## src/rtl/tx_clk_mgr_if.sv

```systemverilog
// Signal bundle between the TX clock supervisor and its surroundings:
// DCM lock/reset, TX engine reset, status and management counters.
interface tx_clk_mgr_if #(
  parameter int CNT_W = 8
);
  logic             dcm_locked;
  logic             cnt_clr;
  logic             dcm_rst;
  logic             tx_rst;
  logic             clk_ok;
  logic [1:0]       state_o;
  logic [CNT_W-1:0] retry_cnt;
  logic [CNT_W-1:0] loss_cnt;

  // Surrounding logic: supplies the lock indication and counter clear.
  modport master (
    output dcm_locked,
    output cnt_clr,
    input  dcm_rst,
    input  tx_rst,
    input  clk_ok,
    input  state_o,
    input  retry_cnt,
    input  loss_cnt
  );

  // Supervisor side.
  modport slave (
    input  dcm_locked,
    input  cnt_clr,
    output dcm_rst,
    output tx_rst,
    output clk_ok,
    output state_o,
    output retry_cnt,
    output loss_cnt
  );
endinterface

```

## src/rtl/tx_clk_mgr.sv

```systemverilog
// Transmit clock supervisor. Pulses the TX DCM reset, waits for a stable
// synchronized lock, then releases the TX engine reset. Lock timeouts and
// lock losses restart the sequence and are tallied in saturating counters.
//
// state     | meaning
// ----------+--------------------------------------------------------
// DCM_RST   | dcm_rst held high for RST_CYCLES cycles
// WAIT_LOCK | DCM released, waiting up to LOCK_TIMEOUT cycles for lock
// STABLE    | lock seen, must hold for STABLE_CYCLES consecutive cycles
// RUN       | clock good, TX engine out of reset
module tx_clk_mgr #(
  parameter int RST_CYCLES    = 4,
  parameter int LOCK_TIMEOUT  = 1024,
  parameter int STABLE_CYCLES = 16,
  parameter int CNT_W         = 8
) (
  input  logic         txclk_in,
  input  logic         reset,
  tx_clk_mgr_if.slave  bus
);

  typedef enum logic [1:0] {
    DCM_RST   = 2'd0,
    WAIT_LOCK = 2'd1,
    STABLE    = 2'd2,
    RUN       = 2'd3
  } state_t;

  localparam int MAX_A   = (RST_CYCLES > LOCK_TIMEOUT) ? RST_CYCLES : LOCK_TIMEOUT;
  localparam int MAX_CYC = (MAX_A > STABLE_CYCLES) ? MAX_A : STABLE_CYCLES;
  localparam int TMR_W   = $clog2(MAX_CYC + 1);

  // The timer counts down to a terminal value of 1. DCM_RST is always
  // entered with the timer at 0 (including out of async reset), so the
  // first DCM_RST cycle loads RST_CYCLES-1 and the state lasts RST_CYCLES.
  localparam logic [TMR_W-1:0] TMR_ONE     = TMR_W'(1);
  localparam logic [TMR_W-1:0] RST_LOAD    = TMR_W'(RST_CYCLES - 1);
  localparam logic [TMR_W-1:0] LOCK_LOAD   = TMR_W'(LOCK_TIMEOUT);
  localparam logic [TMR_W-1:0] STABLE_LOAD = TMR_W'(STABLE_CYCLES);
  localparam logic [CNT_W-1:0] CNT_MAX     = '1;

  state_t           r_state;
  state_t           w_state_nxt;
  logic [TMR_W-1:0] r_timer;
  logic [TMR_W-1:0] w_timer_nxt;
  logic             w_retry_evt;
  logic             w_loss_evt;

  logic             r_sync1;
  logic             r_lock_s;

  logic             r_dcm_rst;
  logic             r_tx_rst;
  logic             r_clk_ok;
  logic [CNT_W-1:0] r_retry_cnt;
  logic [CNT_W-1:0] r_loss_cnt;

  // Two-flop lock synchronizer; flushed while the DCM is held in reset so a
  // stale lock from before the reset pulse cannot be trusted afterwards.
  always_ff @(posedge txclk_in or negedge reset) begin
    if (!reset) begin
      r_sync1  <= 1'b0;
      r_lock_s <= 1'b0;
    end else if (r_dcm_rst) begin
      r_sync1  <= 1'b0;
      r_lock_s <= 1'b0;
    end else begin
      r_sync1  <= bus.dcm_locked;
      r_lock_s <= r_sync1;
    end
  end

  // Next-state, timer and counter-event decode.
  always_comb begin
    w_state_nxt = r_state;
    w_timer_nxt = r_timer;
    w_retry_evt = 1'b0;
    w_loss_evt  = 1'b0;
    case (r_state)
      DCM_RST: begin
        if (r_timer == '0) begin
          w_timer_nxt = RST_LOAD;
        end else if (r_timer == TMR_ONE) begin
          w_state_nxt = WAIT_LOCK;
          w_timer_nxt = LOCK_LOAD;
        end else begin
          w_timer_nxt = r_timer - TMR_ONE;
        end
      end
      WAIT_LOCK: begin
        // Lock is tested before the terminal count so it wins a tie.
        if (r_lock_s) begin
          w_state_nxt = STABLE;
          w_timer_nxt = STABLE_LOAD;
        end else if (r_timer == TMR_ONE) begin
          w_state_nxt = DCM_RST;
          w_timer_nxt = '0;
          w_retry_evt = 1'b1;
        end else begin
          w_timer_nxt = r_timer - TMR_ONE;
        end
      end
      STABLE: begin
        // A dropout here is a glitch: re-wait for lock, no DCM reset.
        if (!r_lock_s) begin
          w_state_nxt = WAIT_LOCK;
          w_timer_nxt = LOCK_LOAD;
        end else if (r_timer == TMR_ONE) begin
          w_state_nxt = RUN;
          w_timer_nxt = '0;
        end else begin
          w_timer_nxt = r_timer - TMR_ONE;
        end
      end
      RUN: begin
        if (!r_lock_s) begin
          w_state_nxt = DCM_RST;
          w_timer_nxt = '0;
          w_loss_evt  = 1'b1;
        end
      end
      default: begin
        w_state_nxt = DCM_RST;
        w_timer_nxt = '0;
      end
    endcase
  end

  // State and timer registers.
  always_ff @(posedge txclk_in or negedge reset) begin
    if (!reset) begin
      r_state <= DCM_RST;
      r_timer <= '0;
    end else begin
      r_state <= w_state_nxt;
      r_timer <= w_timer_nxt;
    end
  end

  // Outputs registered from the next state so they move with the FSM.
  always_ff @(posedge txclk_in or negedge reset) begin
    if (!reset) begin
      r_dcm_rst <= 1'b1;
      r_tx_rst  <= 1'b1;
      r_clk_ok  <= 1'b0;
    end else begin
      r_dcm_rst <= (w_state_nxt == DCM_RST);
      r_tx_rst  <= (w_state_nxt != RUN);
      r_clk_ok  <= (w_state_nxt == RUN);
    end
  end

  // Saturating event counters; a clear beats a same-cycle increment.
  always_ff @(posedge txclk_in or negedge reset) begin
    if (!reset) begin
      r_retry_cnt <= '0;
      r_loss_cnt  <= '0;
    end else if (bus.cnt_clr) begin
      r_retry_cnt <= '0;
      r_loss_cnt  <= '0;
    end else begin
      if (w_retry_evt && (r_retry_cnt != CNT_MAX)) begin
        r_retry_cnt <= r_retry_cnt + 1'b1;
      end
      if (w_loss_evt && (r_loss_cnt != CNT_MAX)) begin
        r_loss_cnt <= r_loss_cnt + 1'b1;
      end
    end
  end

  assign bus.dcm_rst   = r_dcm_rst;
  assign bus.tx_rst    = r_tx_rst;
  assign bus.clk_ok    = r_clk_ok;
  assign bus.state_o   = r_state;
  assign bus.retry_cnt = r_retry_cnt;
  assign bus.loss_cnt  = r_loss_cnt;

endmodule

```

## src/flat_wrapper.sv

```systemverilog
// flat-port wrapper written by rule: the top's interface ports become plain ports
module tx_clk_mgr_flat 
#(
  parameter int RST_CYCLES    = 4,
  parameter int LOCK_TIMEOUT  = 1024,
  parameter int STABLE_CYCLES = 16,
  parameter int CNT_W         = 8
)
  (txclk_in, reset, bus_dcm_locked, bus_cnt_clr, bus_dcm_rst, bus_tx_rst, bus_clk_ok, bus_state_o, bus_retry_cnt, bus_loss_cnt);
  tx_clk_mgr_if #(.CNT_W(CNT_W)) bus_i ();
  input  logic txclk_in;
  input  logic reset;
  input wire logic [$bits(bus_i.dcm_locked)-1:0] bus_dcm_locked;
  input wire logic [$bits(bus_i.cnt_clr)-1:0] bus_cnt_clr;
  output wire logic [$bits(bus_i.dcm_rst)-1:0] bus_dcm_rst;
  output wire logic [$bits(bus_i.tx_rst)-1:0] bus_tx_rst;
  output wire logic [$bits(bus_i.clk_ok)-1:0] bus_clk_ok;
  output wire logic [$bits(bus_i.state_o)-1:0] bus_state_o;
  output wire logic [$bits(bus_i.retry_cnt)-1:0] bus_retry_cnt;
  output wire logic [$bits(bus_i.loss_cnt)-1:0] bus_loss_cnt;
  assign bus_i.dcm_locked = bus_dcm_locked;
  assign bus_i.cnt_clr = bus_cnt_clr;
  assign bus_dcm_rst = bus_i.dcm_rst;
  assign bus_tx_rst = bus_i.tx_rst;
  assign bus_clk_ok = bus_i.clk_ok;
  assign bus_state_o = bus_i.state_o;
  assign bus_retry_cnt = bus_i.retry_cnt;
  assign bus_loss_cnt = bus_i.loss_cnt;
  tx_clk_mgr #(.RST_CYCLES(RST_CYCLES), .LOCK_TIMEOUT(LOCK_TIMEOUT), .STABLE_CYCLES(STABLE_CYCLES), .CNT_W(CNT_W)) u_core (.txclk_in(txclk_in), .reset(reset), .bus(bus_i));
endmodule
```

## config.mk

```make
export PLATFORM = sky130hd
export DESIGN_NAME = tx_clk_mgr_flat
export DESIGN_NICKNAME = d
export VERILOG_FILES = /design/src/rtl/tx_clk_mgr_if.sv /design/src/rtl/tx_clk_mgr.sv /design/src/flat_wrapper.sv
export SDC_FILE = /design/constraint.sdc
export NUM_CORES = 1
export LEC_CHECK = 0
export BUFFER_PORTS_ARGS = -buffer_cell sky130_fd_sc_hd__buf_2
export CORE_UTILIZATION = 45
export CTS_BUF_LIST = sky130_fd_sc_hd__clkbuf_8
export CTS_CLUSTER_SIZE = 25
export DETAILED_ROUTE_END_ITERATION = 8
export PLACE_DENSITY_LB_ADDON = 0.12
export SYNTH_ARGS = -nofsm -noshare
export SYNTH_HDL_FRONTEND = slang
export SYNTH_SLANG_ARGS = --single-unit
```

## constraint.sdc

```tcl
create_clock -name txclk_in -period 1.9 [get_ports txclk_in]
set_input_delay 0.19 -clock txclk_in [delete_from_list [all_inputs] [get_ports txclk_in]]
set_output_delay 0.19 -clock txclk_in [all_outputs]
set_load 0.01 [all_outputs]
```

==> results of run 1 <==
cells in the final DEF, fill, tap and decap left out, drive strengths merged, types with 3 or more instances in the layout:
master / Yosys / final
inv: 7 / 9
a32oi: 3 / 3
clkbuf: 5 / 5
dfrtp: 32 / 32
nand3: 8 / 8
or3: 4 / 4
nor4: 3 / 3
nor2: 33 / 33
a21oi: 9 / 9
ha: 5 / 5
nor3: 10 / 10
nand2: 16 / 16
buf: 4 / 41
o21ai: 12 / 12
nor2b: 4 / 4
xnor2: 17 / 17
per-layer routing:
layer / GRT usage [%] / wire (um) / vias up
li1: - / - / 780
met5: 0 / 0 / -
met3: 6.90 / 232 / 4
met2: 33.2 / 2020 / 45
met4: 9.04 / 46 / 0
met1: 27.4 / 1900 / 797
stage by stage:
step | util (%) | setup TNS, ns | hold slack [ns]
2_1_floorplan | - | 0 | -0.106
5_1_grt | 59.7 | -0.285 | 0.145
6_report | 59.7 | 0 | 0.137
3_5_place_dp | 55.2 | 0 | 0.304
4_1_cts | 58.3 | 0 | 0.142
3_3_place_gp | 55.2 | 0 | 0.288
layout make-up:
type	count	share of cell area, %
clock buffers	5	3.04
clock inverters	3	1.66
inverters	7	1.16
multi-input cells	151	42.4
flip-flops and latches	34	37.8
well taps	48	2.65
repair buffers	42	11.4
worst max-delay path, stage by stage (launching register included):
cell,delay (ns)
dfrtp_1,0.40
ha_1,0.21
and2_1,0.19
a311o_1,0.44
nor4_2,0.31
xnor2_1,0.16
nor2_1,0.05
kinds of logic after synthesis:
logic type | after synthesis | share of synthesized area [%]
simple gates | 88 | 24.0
compound gates | 37 | 12.8
flops | 34 | 46.3
xor+xnor | 19 | 9.03
buf+inv | 16 | 3.46
fa+ha+maj | 5 | 3.39
mux | 2 | 1.09
final timing paths:
path / start / to / slack (ns)
max: u_core.bus.loss_cnt[1] / u_core.bus.loss_cnt[7] / 0.01
min reg2reg: u_core.r_sync1 / u_core.r_lock_s / 0.50
min: bus_dcm_locked / u_core.r_sync1 / 0.14
max reg2reg: u_core.bus.loss_cnt[1] / u_core.bus.loss_cnt[7] / 0.01
min in group asynchronous: reset / u_core.r_timer[9] / 0.51
max in group asynchronous: reset / u_core.r_timer[2] / 0.87
power groups by stage:
stage               clock network (W)  logic (W)  registers [W]
floorplan                           0   0.000555        0.00104
global placement                    0   0.000850        0.00104
detailed placement                  0   0.000870        0.00105
CTS                          0.000655   0.000876        0.00104
global route                 0.000693    0.00102        0.00108
finish                       0.000635   0.000915        0.00107
sequential cells by signal, summed over array words and instances, names as in the netlist:
signal                cells
u_core.bus.loss_cnt       8
u_core.bus.tx_rst         1
u_core.bus.retry_cnt      8
u_core.r_sync1            1
u_core.bus.dcm_rst        1
u_core.bus.clk_ok         1
u_core.r_timer           11
u_core.r_lock_s           1
u_core.bus.state_o        2
what timing repair did:
item,CTS,global route
setup buffers,0,2
endpoints found under the hold margin,25,0
endpoints found under the setup margin,0,19
gates resized for setup,0,8
hold buffers,1,0
==> results.cfg, run 1 <==
[sta]
rsz0062_at_grt = yes
setup_ws_ns = 0.0105
finalSetupViolCount = 0
finalHoldViolCount = 0
skew_ns = 0.00321
worstMarginPinSlew_ns = 0.762
finalMaxSlewViolations = 0
final_min_period_over_clock_period_pct = 99.4
maxSlewHeadroom_pct = 49.2
fmax_ghz = 0.529
post-route-min-period_ns = 1.89

[worst_setup_path]
end_kind = register
worst_r2r_path_depth = 6
crit_fanout = 6
start_kind = register
path_class = reg -> reg
cp.arrival_ns = 2.05
cp.required_ns = 2.06

[run_status]
status = complete, no violations

[clock_network]
cts_tree = yes
clock-sinks = 34
h-tree-depth = 2
insertion_delay_ns = 0.29
cts_root_buf = clkbuf_8
cts_buffer_depth = 2
cts_buffers = 5
clk_pin_slew_worst_paths_ns = 0.07

[logic_synthesis]
syn_nets = 210
yosysWarnings = 0
syn_area_sq_um = 1840
netlist_instances = 201
yosys.area.top_type_share_pct = 43.4
async_reset_ff_share_pct = 100
syn-mean-instance-area_sq_um = 9.17
yosysTopAreaCell = dfrtp_1
synth-main-ff-cell = dfrtp_1
synth_area_leaders = dfrtp_1 (43%), xnor2_1 (8.1%), nor2_1 (6.5%)
ys_top_cells_by_count = dfrtp_1 (32), nor2_1 (32), xnor2_1 (17)
ys_ff_latch = 34
synth-edff-count = 0
ys_types = 42
ys_seq_area_share_pct = 46.3

[die]
die_height_um = 66.0
fp.coreArea_sq_um = 3800
start_util_pct = 48.5
io_pins = 25
row_count = 22
dieArea_sq_um = 4360
die_x_um = 66.0

[cells_and_area]
num-fill-cells = 336
seqCellArea_sq_um = 856
drive_gt1_share_pct = 25.2
fin_area_sq_um = 2270
finalNonFillerCells = 290
num_antenna_cells = 0
multi_input_area_sq_um = 960
syn_to_final_growth_pct = 22.9
finalNetCount = 250

[grt]
grt.overflow.total = 0
grt_max_degree = 35
grt.total_usage_pct = 21.4
antenna_found_initial = 0
grt_pass1_vias = 1496
grt_pass1_wl_um = 6840

[route]
vias = 1626
wl_per_cell_um = 14.5
dr.pass1.iters = 4
routed_via_density = 5.61
totalWireLength_um = 4200
drc = 0
ant_nets = 0
drtIter0Drc = 79

[place]
dp.cells = 279
place_ws_ns = 0.0326
gp_congestion = 0.975
hpwl_um = 2940
port-buffer-count = 24
placed_area_sq_um = 2100

[worst_hold_path]
hold_depth = 2
worstHoldPathType = in -> reg

[power_and_ir_drop]
ir_worst_vdd_mv = 0.383
p_sw_share_pct = 35.3
power.leakage_nw = 1.00
internal_power_w = 0.00170
switchingPower_w = 0.000924
power_density_nw_per_um2 = 1160
pwr-share-comb_pct = 34.9
pwr-share-seq_pct = 40.8
power_w = 0.00262
power_frac_clock_pct = 24.3

[flow_run]
max_cap_viol_count = 0
Power figures use the tool's default switching activity.
==> run 2: changes to the inputs <==
--- a/config.mk
+++ b/config.mk
@@ -10,6 +10,7 @@
 export CTS_BUF_LIST = sky130_fd_sc_hd__clkbuf_8
 export CTS_CLUSTER_SIZE = 25
 export DETAILED_ROUTE_END_ITERATION = 8
+export MAX_ROUTING_LAYER = met4
 export PLACE_DENSITY_LB_ADDON = 0.12
 export SYNTH_ARGS = -nofsm -noshare
 export SYNTH_HDL_FRONTEND = slang
==> results.cfg, run 2 (synthesis results as in run 1) <==
[run_status]
status = finished with violations
violations = negative hold slack

[power_and_ir_drop]
p_sw_share_pct = 36.5
power.leakage_nw = 0.991
power_frac_clock_pct = 21.4
switchingPower_w = 0.000924
pwr-share-comb_pct = 36.5
power_density_nw_per_um2 = 1130
internal_power_w = 0.00161
ir_worst_vdd_mv = 0.383
pwr-share-seq_pct = 42.0
power_w = 0.00253

[clock_network]
cts_buffers = 5
insertion_delay_ns = 0.29
h-tree-depth = 2
clk_pin_slew_worst_paths_ns = 0.07
cts_buffer_depth = 2
clock-sinks = 34
cts_hold_buf = 0
cts_root_buf = clkbuf_8
cts_tree = yes

[route]
wl_per_cell_um = 14.8
routed_via_density = 5.50
ant_nets = 0
drtIter0Drc = 62
drc = 0
dr.pass1.iters = 4
vias = 1596
totalWireLength_um = 4290

[die]
dieArea_sq_um = 4360
start_util_pct = 48.5
row_count = 22
die_x_um = 66.0
die_height_um = 66.0
fp.coreArea_sq_um = 3800
io_pins = 25

[grt]
antenna_found_initial = 0
grt_max_degree = 35
grt_pass1_vias = 1515
grt.overflow.total = 0
grt.total_usage_pct = 22.4
grt_pass1_wl_um = 6980

[flow_run]
max_cap_viol_count = 0

[sta]
rsz0062_at_grt = yes
fmax_ghz = 0.542
finalSetupViolCount = 0
worstMarginPinSlew_ns = 0.751
maxSlewHeadroom_pct = 49.9
finalMaxSlewViolations = 0
finalHoldViolCount = 32
finalSetupTns_ns = 0
post-route-min-period_ns = 1.84
skew_ns = 0.00870
whs_ns = -0.0352
final_min_period_over_clock_period_pct = 97.1

[cells_and_area]
final_cell_mix = nor2_1 (31), dfrtp_1 (31), buf_2 (24), buf_4 (18), xnor2_1 (17)
fin_area_sq_um = 2240
finalNonFillerCells = 290
drive_gt1_share_pct = 24.8
largest_register_ff_count = 11
finalNetCount = 250
largest-register = u_core.r_timer
num_antenna_cells = 0
syn_to_final_growth_pct = 21.5

[worst_setup_path]
end_kind = register
cp.required_ns = 2.07
start_kind = register
crit_fanout = 5
cp.arrival_ns = 2.02
path_class = reg -> reg

[place]
hpwl_um = 3040
dp.cells = 281
port-buffer-count = 24
gp_congestion = 0.877
placed_area_sq_um = 2110

[worst_hold_path]
worstHoldPathType = in -> async
==> run 2: cell count changes in the layout (fill, tap and decap cells not counted) <==
cell,previous run,this run
buf_4,17,18
dlygate4sd3_1,1,0
ha_2,0,1
nor3_1,8,9
bufinv_16,1,0
nor3_2,1,0
dfrtp_2,2,1
nand3_1,7,8
nand3_2,1,0
clkbuf_8,5,6
ha_1,5,4
dfrtp_1,30,31
==> run 2: power by group through the flow <==
| stage | clock network [W] | logic, W | registers, W |
|---|---|---|---|
| finish | 0.000543 | 0.000926 | 0.00106 |
| floorplan | 0 | 0.000555 | 0.00104 |
| detailed placement | 0 | 0.000878 | 0.00105 |
| CTS | 0.000555 | 0.000889 | 0.00104 |
| global route | 0.000593 | 0.00102 | 0.00108 |
| global placement | 0 | 0.000863 | 0.00105 |
==> run 2: layout make-up <==
class | count | area (sq um)
fillers | 353 | 1560
multi-input cells | 151 | 952
flip-flops and latches | 34 | 855
repair buffers | 42 | 255
clock buffers | 6 | 82.6
well taps | 48 | 60.1
inverters | 7 | 26.3
clock inverters | 2 | 7.51
==> run 2: final timing paths <==
path	from	to	slack [ns]	cells after the start
max reg2reg	u_core.r_timer[3]	u_core.r_timer[9]	0.06	5
max	u_core.r_timer[3]	u_core.r_timer[9]	0.06	5
min reg2reg	u_core.r_sync1	u_core.r_lock_s	0.47	1
min	reset	u_core.r_timer[4]	-0.04	1
min in group txclk_in	bus_dcm_locked	u_core.r_sync1	0.15	2
max in group asynchronous	reset	u_core.r_timer[2]	1.41	1
==> run 2: repair_timing <==
item	in CTS	in global routing
endpoints found under the setup margin	0	13
setup buffers	0	1
resized for setup	0	6
==> run 2: routing by layer <==
metal / GRT usage [%] / part of all wire (%)
met1: 27.9 / 46
met2: 33.5 / 47
met3: 6.55 / 4.9
met4: 10.1 / 1.7
met5: - / 0
==> run 2: worst max-delay path, cell delays in order (launching register included) <==
cell and delay, ns:
dfrtp_1 0.44, or4_4 0.57, or3_4 0.41, nor3_4 0.12
xnor2_1 0.16, nor2_2 0.05
==> run 2: per-stage QoR <==
stage               util (%)  setup slack (ns)
finish                  58.9            0.0550
floorplan                  -            0.0286
detailed placement      55.6            0.0318
global route            58.9           -0.0460
global placement        55.6            0.0860
CTS                     58.0            0.0147
==> run 3: changes to the inputs <==
--- a/config.mk
+++ b/config.mk
@@ -6,12 +6,12 @@
 export NUM_CORES = 1
 export LEC_CHECK = 0
 export BUFFER_PORTS_ARGS = -buffer_cell sky130_fd_sc_hd__buf_2
-export CORE_UTILIZATION = 45
+export CORE_UTILIZATION = 53
 export CTS_BUF_LIST = sky130_fd_sc_hd__clkbuf_8
 export CTS_CLUSTER_SIZE = 25
 export DETAILED_ROUTE_END_ITERATION = 8
 export MAX_ROUTING_LAYER = met4
-export PLACE_DENSITY_LB_ADDON = 0.12
+export PLACE_DENSITY = 0.77
 export SYNTH_ARGS = -nofsm -noshare
 export SYNTH_HDL_FRONTEND = slang
 export SYNTH_SLANG_ARGS = --single-unit
==> results.cfg, run 3 (synthesis results as in run 1) <==
[flow_run]
max_cap_viol_count = 0

[power_and_ir_drop]
power_density_nw_per_um2 = 1090
internal_power_w = 0.00157
pwr-share-seq_pct = 43.7
switchingPower_w = 0.000901
p_sw_share_pct = 36.5
ir_worst_vdd_mv = 0.504
pwr-share-comb_pct = 36.6
power.leakage_nw = 1.01
power_frac_clock_pct = 19.7

[worst_hold_path]
hold_depth = 2
min_from = bus_dcm_locked
worstHoldPathType = in -> reg
holdPathEnd = u_core.r_sync1

[die]
start_util_pct = 55.2
io_pins = 25
dieArea_sq_um = 3720
die_height_um = 61.0
die_x_um = 61.0
row_count = 21
fp.coreArea_sq_um = 3340

[worst_setup_path]
worst_r2r_path_depth = 5
start_kind = register
path_class = reg -> reg
cp_cell_sequence = or4_4 > or3_4 > nor3_4 > xnor2_2 > nor2_2
timing.rr.end = u_core.r_timer[9]
end_kind = register
cp.required_ns = 2.07
timing.rr.start = u_core.r_timer[2]
slowest_stage = or4_4
cp.arrival_ns = 2.00
ff2ff_setup_slack_ns = 0.07
crit_fanout = 6
crit_path_max_incr_delay_ns = 0.53

[sta]
rsz0062_at_grt = no
post-route-min-period_ns = 1.83
final_min_period_over_clock_period_pct = 96.5
maxSlewHeadroom_pct = 51.1
finalMaxSlewViolations = 0
skew_ns = 0.00621
setup_ws_ns = 0.0666
fmax_ghz = 0.545
finalSetupTns_ns = 0
worstMarginPinSlew_ns = 0.734
finalHoldViolCount = 0
finalSetupViolCount = 0

[clock_network]
insertion_delay_ns = 0.29
clock-sinks = 34
h-tree-depth = 2
cts_buffer_depth = 2
cts_tree = yes
cts_buffers = 5
cts_root_buf = clkbuf_8
clk_pin_slew_worst_paths_ns = 0.06

[run_status]
status = complete, no violations

[route]
wl_per_cell_um = 13.7
totalWireLength_um = 3960
routed_via_density = 5.44
vias = 1567
ant_nets = 0
drtIter0Drc = 90
dr.pass1.iters = 5
drc = 0

[place]
gp_congestion = 0.889
place_ws_ns = 0.00832
placed_area_sq_um = 2080
port-buffer-count = 24
hpwl_um = 2700
dp.cells = 275

[cells_and_area]
syn_to_final_growth_pct = 22.5
drive_gt1_share_pct = 26.4
finalNonFillerCells = 288
final_cell_mix = nor2_1 (31), dfrtp_1 (30), buf_2 (24), buf_4 (17)
finalNetCount = 250
largest_register_ff_count = 11
fin_area_sq_um = 2260
num_antenna_cells = 0
final_common_cell = nor2_1
largest-register = u_core.r_timer

[grt]
grt.overflow.total = 0
grt_pass1_wl_um = 5950
antenna_found_initial = 0
grt_max_degree = 35
grt_pass1_vias = 1331
grt.total_usage_pct = 23.2
## run 3: routing by layer
metal	GRT usage (%)	routed length [um]	up-vias
met4	9.74	93	0
met5	-	0	-
met3	5.76	145	10
met2	36.6	1910	37
li1	-	-	775
met1	28.4	1810	745
## run 3: worst max-delay path by stage
stage,start,to,slack [ns],depth (start not counted)
2_1_floorplan,u_core.bus.loss_cnt[0],u_core.bus.loss_cnt[7],0.03,7
6_report,u_core.r_timer[2],u_core.r_timer[9],0.07,5
3_5_place_dp,u_core.r_timer[3],u_core.r_timer[3],0.008,6
5_1_grt,u_core.bus.loss_cnt[0],u_core.bus.loss_cnt[4],0.009,5
3_3_place_gp,u_core.bus.loss_cnt[1],u_core.bus.loss_cnt[7],0.03,6
4_1_cts,u_core.bus.loss_cnt[1],u_core.bus.loss_cnt[7],0.02,6
## run 3: area by class of cell
class	instances	area (sq um)
inverter	7	26.3
tap	46	57.6
fill	289	1080
timing repair buffer	42	258
clock buffer	5	68.8
sequential	34	856
multi-input combinational	151	980
clock inverter	3	11.3
## run 3: per-stage QoR
step           total power (W)  utilization (%)  hold WS, ns
2_1_floorplan          0.00160                -       -0.106
3_3_place_gp           0.00186             62.4        0.291
3_5_place_dp           0.00189             62.4        0.293
4_1_cts                0.00240             65.2        0.118
5_1_grt                0.00262             67.6        0.147
6_report               0.00247             67.6        0.123
## run 3: timing repair
action                                  in CTS  in global routing
setup buffers                                0                  4
gates resized for setup                      1                 12
pin swaps                                    0                  4
endpoints found under the setup margin       1                 18
hold endpoints to repair                    32                  0
hold buffers                                 1                  0
## run 3: power by group through the flow
stage | clock network, W | logic, W | registers, W
2_1_floorplan | 0 | 0.000555 | 0.00104
5_1_grt | 0.000532 | 0.000996 | 0.00110
3_5_place_dp | 0 | 0.000820 | 0.00107
3_3_place_gp | 0 | 0.000805 | 0.00106
6_report | 0.000487 | 0.000903 | 0.00108
4_1_cts | 0.000499 | 0.000830 | 0.00107
## run 3: critical path: cells and delay by family, from the launching register on
kind | cells | cell delay (ns)
AND/OR/NAND/NOR | 4 | 1.14
flip-flops | 1 | 0.45
XOR/XNOR | 1 | 0.13
